<file path="src/rtl/regfile_wr_ctrl.sv">
// Write-back controller: decodes writeback destinations into a registered one-hot
// register-file write enable and keeps a busy scoreboard for issue hazard checks.
module regfile_wr_ctrl #(
  parameter int NREG = 32,
  parameter int AW = 5,
  parameter int DW = 32,
  parameter logic [NREG-1:0] IMPL_MASK = 32'h0FFC0201,
  localparam int CW = $clog2(NREG + 1)
) (
  input  logic            clk,
  input  logic            rst,
  input  logic            iss_valid,
  input  logic [AW-1:0]   iss_rd,
  input  logic [AW-1:0]   iss_rs1,
  input  logic [AW-1:0]   iss_rs2,
  output logic            iss_ready,
  input  logic            wb_valid,
  input  logic [AW-1:0]   wb_rd,
  input  logic [DW-1:0]   wb_data,
  output logic [NREG-1:0] we_onehot,
  output logic [DW-1:0]   wr_data,
  output logic [NREG-1:0] busy,
  output logic [CW-1:0]   pend_cnt,
  output logic            err_unimpl
);

  logic [NREG-1:0] we_q, we_d;
  logic [DW-1:0]   wr_data_q, wr_data_d;
  logic [NREG-1:0] busy_q, busy_d;
  logic [CW-1:0]   pend_q, pend_d;
  logic            err_q, err_d;
  logic            iss_acc;

  function automatic logic in_range(input logic [AW-1:0] a);
    logic [31:0] a32;
    a32 = 32'(a);
    return a32 < 32'(NREG);
  endfunction

  // x0 is never writable, so bit 0 of the mask is ignored here
  function automatic logic is_impl(input logic [AW-1:0] a);
    return (a != '0) && in_range(a) && IMPL_MASK[a];
  endfunction

  function automatic logic busy_at(input logic [NREG-1:0] b, input logic [AW-1:0] a);
    return in_range(a) ? b[a] : 1'b0;
  endfunction

  assign iss_ready = !(busy_at(busy_q, iss_rs1) | busy_at(busy_q, iss_rs2) |
                       busy_at(busy_q, iss_rd));
  assign iss_acc   = iss_valid && iss_ready;

  always_comb begin
    busy_d    = busy_q;
    we_d      = '0;
    wr_data_d = wr_data_q;
    err_d     = err_q;
    pend_d    = '0;

    if (wb_valid) begin
      wr_data_d = wb_data;
      if (is_impl(wb_rd)) begin
        we_d[wb_rd]   = 1'b1;
        busy_d[wb_rd] = 1'b0;
      end else if (wb_rd != '0) begin
        err_d = 1'b1;
      end
    end

    // Reservation is applied after the clear so a same-register collision stays busy
    if (iss_acc) begin
      if (is_impl(iss_rd)) begin
        busy_d[iss_rd] = 1'b1;
      end else if (iss_rd != '0) begin
        err_d = 1'b1;
      end
    end

    for (int i = 0; i < NREG; i++) begin
      pend_d = pend_d + CW'(busy_d[i]);
    end
  end

  always_ff @(posedge clk or posedge rst) begin
    if (rst) begin
      we_q      <= '0;
      wr_data_q <= '0;
      busy_q    <= '0;
      pend_q    <= '0;
      err_q     <= 1'b0;
    end else begin
      we_q      <= we_d;
      wr_data_q <= wr_data_d;
      busy_q    <= busy_d;
      pend_q    <= pend_d;
      err_q     <= err_d;
    end
  end

  assign we_onehot  = we_q;
  assign wr_data    = wr_data_q;
  assign busy       = busy_q;
  assign pend_cnt   = pend_q;
  assign err_unimpl = err_q;

endmodule

</file>
<file path="config.mk">
export PLATFORM = sky130hd
export DESIGN_NAME = regfile_wr_ctrl
export DESIGN_NICKNAME = d
export VERILOG_FILES = /design/src/rtl/regfile_wr_ctrl.sv
export SDC_FILE = /design/constraint.sdc
export NUM_CORES = 1
export LEC_CHECK = 0
export CAP_MARGIN = 20
export CORE_AREA = 3 3 110 112
export DETAILED_ROUTE_END_ITERATION = 12
export DIE_AREA = 0 0 113 115
export PLACE_DENSITY = 0.78
export SLEW_MARGIN = 20
export SYNTH_ARGS = -nofsm -noshare
export SYNTH_HDL_FRONTEND = slang
export SYNTH_SLANG_ARGS = --single-unit
export TNS_END_PERCENT = 30
</file>
<file path="constraint.sdc">
create_clock -name clk -period 8.5 [get_ports clk]
set_input_delay 2.55 -clock clk [delete_from_list [all_inputs] [get_ports clk]]
set_output_delay 2.55 -clock clk [all_outputs]
set_load 0.01 [all_outputs]
</file>
# Word-level counts from Yosys, hierarchy flattened
# Memories as Yosys holds them, arrays and structs flattened.
# Index checks and enable logic that the tools add are counted.
[classes]
add_sub_neg = 31
n_lt_le_gt_ge = 6
muxes = 24
n_bitwise = 5
reduce_logical = 8
[ops]
columns = ["cell", "n"]
rows = [
  ["$mux W32", 6],
  ["$add A6 B1 Y6", 26],
  ["$and A32 B32 Y32", 1],
  ["$not A32 Y32", 1],
  ["$or A32 B32 Y32", 1],
  ["$lt A5 B6 Y1 const B", 4],
  ["$bmux W1 S5", 3],
  ["$mux W1", 13],
  ["$demux W1 S5", 2],
  ["$ge A5 B1 Y1 const B", 2],
  ["$reduce_bool A5 Y1", 2],
  ["$add A5 B1 Y6", 1],
  ["$add A4 B1 Y5", 1],
  ["$logic_and A1 B1 Y1", 5],
  ["$add A3 B1 Y4", 1],
  ["$add A2 B1 Y3", 1],
  ["$add A1 B1 Y2", 1],
  ["$or A1 B1 Y1", 2],
  ["$logic_not A1 Y1", 1],
]
[totals]
mem_bits_ro = 64
n_memories = 2
output_inout_bits = 104
reg_bits = 103
[mem_list]
columns = ["name", "words", "word_bits", "rd", "rd_clocked_by_memory_dff", "wr", "line", "source"]
rows = [
  ["(no name shown)", 32, 1, 1, 0, 0, "42", "return (a != '0) && in_range(a) && IMPL_MASK[a];"],
  ["(no name shown)", 32, 1, 1, 0, 0, "42", ""],
]

# Depth between registers and ports, before layout
[logic_depth]
depth_word = 42
ltp_mapped = 27

# Worst setup path after synthesis
# No wires, ideal clock.
[synth_timing]
path_kind = "in2reg"
startpoint = "input port iss_rs2[1]"
endpoint = "register pend_q[5] (netlist: pend_cnt[5])"
n_path_buf = 3
path_stages = 24
slack_ns = 0.137
arrival_time_ns = 8.245
t_required_ns = 8.381
cell_sequence = "buf_2 -> buf_2 -> mux2i_1 -> nand3_1 -> nand3_1 -> nand4_1 -> clkbuf_1 -> or4_1 -> o22ai_4 -> fa_1 -> inv_1 -> fa_1 -> fa_1 -> inv_1 -> fa_1 -> fa_1 -> inv_1 -> fa_1 -> inv_1 -> ha_1 -> a21o_1 -> a21oi_1 -> nor2b_1 -> o21a_1"
[synth_between]
word_cells_on_any_way = 38
cone_classes = "31 x add/sub; 3 x mux; 2 x bitwise; 2 x reduce/logical"
[synth_lines]
columns = ["element", "line", "source"]
rows = [
  ["start, declared", "15", "input logic [AW-1:0] iss_rs2,"],
  ["$bmux W1 S5", "46", "return in_range(a) ? b[a] : 1'b0;"],
  ["$mux W1 (not written as such)", "46", ""],
  ["$or A1 B1 Y1 (2 in series)", "49", "assign iss_ready = !(busy_at(busy_q, iss_rs1) | busy_at(busy_q, iss_rs2) |"],
  ["$logic_not A1 Y1", "49", ""],
  ["$logic_and A1 B1 Y1", "51", "assign iss_acc = iss_valid && iss_ready;"],
  ["$mux W32", "71", "if (iss_acc) begin"],
  ["via busy_d[9]", "29", "logic [NREG-1:0] busy_q, busy_d;"],
  ["$add A6 B1 Y6 (23 in series)", "80", "pend_d = pend_d + CW'(busy_d[i]);"],
  ["via pend_d[5]", "30", "logic [CW-1:0] pend_q, pend_d;"],
  ["end signal, assigned", "95", "pend_q <= pend_d;"],
  ["end, declared", "30", ""],
]
# The timed path passes the listed nets, and every way through them passes these cells. The select of a mux whose other input is x is not followed.
# A chain may end at the register's enable or synchronous reset.

# Final worst setup path
[layout_timing]
startpoint = "input port iss_rd[2]"
endpoint = "register pend_q[4] (netlist: pend_cnt[4])"
[layout_between]
elab_chain_len = 38
word_cells_on_any_way = 48
cone_classes = "31 x add/sub; 2 x order compare; 7 x mux; 2 x bitwise; 5 x reduce/logical; 1 x memory"
[layout_rtl]
columns = ["element", "line", "source"]
rows = [
  ["start, declared", "13", "input logic [AW-1:0] iss_rd,"],
  ["$lt A5 B6 Y1 (not written as such) / $ge A5 B1 Y1 (equally long branches)", "73", "busy_d[iss_rd] = 1'b1;"],
  ["$logic_and A1 B1 Y1 (not written as such)", "73", ""],
  ["$mux W1 (not written as such)", "73", ""],
  ["$demux W1 S5", "73", ""],
  ["$or A32 B32 Y32 (no line)", "n/a", ""],
  ["$mux W32", "72", "if (is_impl(iss_rd)) begin"],
  ["$mux W32 (*)", "71", ""],
  ["$add A1 B1 Y2", "80", ""],
  ["$add A2 B1 Y3", "80", ""],
  ["$add A3 B1 Y4", "80", ""],
  ["$add A4 B1 Y5", "80", ""],
  ["$add A5 B1 Y6", "80", ""],
  ["$add A6 B1 Y6 (25 in series)", "80", ""],
  ["$add A6 B1 Y6 (*)", "80", ""],
  ["via pend_d[4]", "30", ""],
]
# Mark *: on every way through the listed nets, which the timed path passes. The rest lies on a longest branch. The select of a mux whose other input is x is not followed.

==> summary.txt <==
Status
  – Outcome: completed

Setup path
  – FF-to-FF Start: busy[16]
  – Critical path class: input pin to register
  – Worst path max stage delay: 620 ps
  – Worst path arrival time: 8500 ps
  – Slowest-stage cell, CP: or4_4
  – Critical Path, Cell by Cell: clkdlybuf4s50_1 -> nand2b_1 -> a21oi_1 -> nand3_1 -> nand4_1 -> or4_4 -> o21a_1 -> fa_1 -> fa_1 -> inv_1 -> fa_1 -> inv_1 -> fa_1 -> fa_1 -> inv_1 -> fa_1 -> ha_2 -> inv_1 -> fa_2 -> inv_1 -> a21o_1 -> a21oi_1 -> xnor2_1
  – CP endpoint kind: register
  – Reg2Reg Setup Slack: 2160 ps
  – Crit-path leading delay family: adder cells
  – Worst Path Max Fanout: 8
  – Worst path required time: 8720 ps
  – FF-to-FF End: pend_cnt[4]
  – Startpoint Class: input pin
  – Buf+Inv Stages, Crit Path: 6
  – Most used cell along the critical path: fa_1
  – R2R depth: 22

Cells and area
  – Area grow syn2layout: 46.79%
  – Fin util: 69.24%
  – Final Instance Count excl. Fillers: 804
  – Share of layout cells above drive strength 1: 19.06%
  – Antenna diodes: 0
  – Multi-input gate area: 0.002561 mm^2
  – Most frequent cells in the layout: clkdlybuf4s50_1, dfrtp_1, buf_4, inv_1, mux2i_1
  – # nets final: 744
  – FILL cells: 844
  – Register Area: 0.002577 mm^2
  – Commonest non-fill, non-tap cell in the layout: clkdlybuf4s50_1

Synth
  – Synth async-reset ratio: 100.0%
  – Synthesized area per cell: 11.69 um^2
  – Top area cells in the synthesized netlist: dfrtp_1, fa_1, mux2i_1, mux2_2, inv_1
  – Area of the mapped netlist: 0.005340 mm^2
  – Post-synthesis sequential area ratio: 48.27%
  – Gate Count Post-Synth: 457
  – Number of synthesized flops with an enable pin: 0
  – Yosys top cell area share: 48.27%
  – Most common flop cell mapped by yosys: dfrtp_1
  – Warnings, synthesis: 0
  – Most area-hungry cell type in the Yosys netlist: dfrtp_1
  – Flops & latches, synth: 103
  – Synth unique cells: 56

Clock network
  – Clock latency on the worst-skew pair: 350 ps
  – TritonCTS clock tree: built
  – Root buf cell: clkbuf_16
  – H-tree Lvls: 3
  – Hold buffers post-CTS: 0
  – Clock Tree Buf Depth: 2
  – Total CTS buffers: 9
  – CTS clk-pin slew, worst paths: 60 ps
  – Clk sink count: 103

Floorplanning
  – Core box area: 0.01132 mm^2
  – Initial Util: 47.17%
  – Top Ports: 160
  – Die Width: 113 um
  – Rows: 39
  – Die height: 115 um
  – DIE AREA: 0.01300 mm^2

Worst hold path
  – Worst Hold End: busy[29]
  – Hold Path Depth: 0
  – HP Start: busy[29]
  – Worst Hold Class: register to register

Global route
  – Global Route Usage Sum: 23.04%
  – GR Overflow Total: 0
  – Largest net degree at the start of global routing: 62
  – Number of global-route vias before repair: 4390
  – Initial antenna violation count: 0
  – First-pass GRT wire length: 23.08 mm

Timing
  – Rel. slew slack: 51.93%
  – Crit share post-route: 97.38%
  – Max Slew Vio Count: 0
  – Final Worst Setup Slack: 223.1 ps
  – Final hold violation count: 0
  – Worst-margin pin slew: 721.0 ps
  – Fmax: 0.1208 GHz
  – Finish-stage setup viols: 0
  – Setup TNS: 0 ps
  – Skew final: 10.22 ps
  – Tmin final: 8277 ps

Routing
  – Drt initial violations: 286
  – Routed wire per std cell: 18.38 um
  – DRC Markers: 0
  – Initial DRT Pass Iterations: 5
  – Number of vias per cell: 5.251
  – Routed Antenna Nets: 0
  – Vias: 4222
  – Total Routed Length: 14.78 mm

Job
  – Max Cap Viol: 0

Placed design
  – Post-DP HPWL: 11.26 mm
  – Pre-CTS setup slack: -433.6 ps
  – GP Congestion: 0.9228
  – Cells after DPL: 783
  – I/O Buffers: 159

Power and ir drop
  – Pwr dens: 195.2 mW/mm^2
  – VDD IR max: 139.8 uV
  – Total power: 1.530 mW
  – Leak: 3.590 nW
==> report_power, final <==
part / switching [mW] / internal, mW
Sequential: 0.0369 / 0.535
Clock: 0.176 / 0.199
Combinational: 0.278 / 0.305
Total: 0.491 / 1.04
==> worst reg2reg max path: stages (launching register included) <==
cell       delay [ps]
dfrtp_1           500
nor2b_2           210
a2111oi_2         330
a311oi_1           80
and4b_1           220
or4_4             590
o21a_1            230
fa_1              500
fa_1              490
inv_1              50
fa_1              470
inv_1              60
fa_1              500
fa_1              520
inv_1              50
fa_1              480
ha_2              190
inv_1              60
fa_2              340
inv_1              60
a21o_1            100
a21oi_1            70
xnor2_1           130
==> sequential cells by signal (all words and copies together) (netlist names) <==
signal / cells
wr_data: 32
err_unimpl: 1
we_onehot: 32
pend_cnt: 6
busy: 32
==> synthesized netlist by cell type, types with 7 or more instances <==
cell and instances:
inv_1 42, nand2b_1 9, clkbuf_1 27, nor2_1 11
nor2b_1 8, a21oi_1 8, mux2_2 32, buf_2 8
nand3_1 14, o21a_1 7, a22oi_1 10, mux2i_1 40
dfrtp_1 103, nand2_1 19, ha_1 7, o21ai_0 8
fa_1 24
==> repair_timing <==
action	in CTS	in global routing
hold endpoints to repair	0	0
endpoints found under the setup margin	3	5
gates resized for setup	3	36
buffers inserted	0	4
cloned	0	2
pin swaps	1	11
==> routing by layer <==
metal / GRT usage [%] / up-vias / wire, um
li1: - / 1938 / -
met1: 29.37 / 2093 / 5744
met2: 39.10 / 166 / 7657
met3: 4.105 / 25 / 1012
met4: 9.615 / 0 / 360
met5: 0 / - / 0
==> layout make-up <==
cell class	count	share of cell area, %
Clock buffer	11	2.969
Clock inverter	4	0.3990
Inverter	42	2.043
Multi-Input combinational cell	290	32.67
Sequential cell	103	32.88
Tap cell	143	2.283
Timing Repair Buffer	211	26.75
==> kinds of logic (layout without fill, tap and decap cells) <==
logic type	count (synthesis)	count (layout)	share of synthesized area, %
flops	103	103	48.27
simple gates	99	99	10.45
buf+inv	84	268	6.748
mux	73	73	14.46
compound gates	63	63	8.880
fa+ha+maj	31	31	10.64
xor+xnor	3	3	0.4921
other cells	1	21	0.07022
==> worst max path at each step <==
stage / from / to / cells after the start / slack [ps]
after floorplan: iss_rs2[1] / pend_cnt[5] / 24 / 140
after global placement: iss_rs1[2] / pend_cnt[5] / 24 / -300
after detailed placement: iss_rs1[2] / pend_cnt[5] / 24 / -430
after CTS: iss_rs1[1] / pend_cnt[5] / 24 / 3
after global routing: iss_rs1[2] / pend_cnt[4] / 23 / -10
final: iss_rd[2] / pend_cnt[4] / 23 / 220
==> stage by stage <==
stage / area, um^2 / hold WS (ps)
floorplan: 5415 / 509.2
global placement: 7368 / 397.3
detailed placement: 7368 / 405.4
CTS: 7639 / 423.6
global route: 7839 / 448.9
finish: 7839 / 418.9
Note: power is estimated with default switching activity, not from simulation.
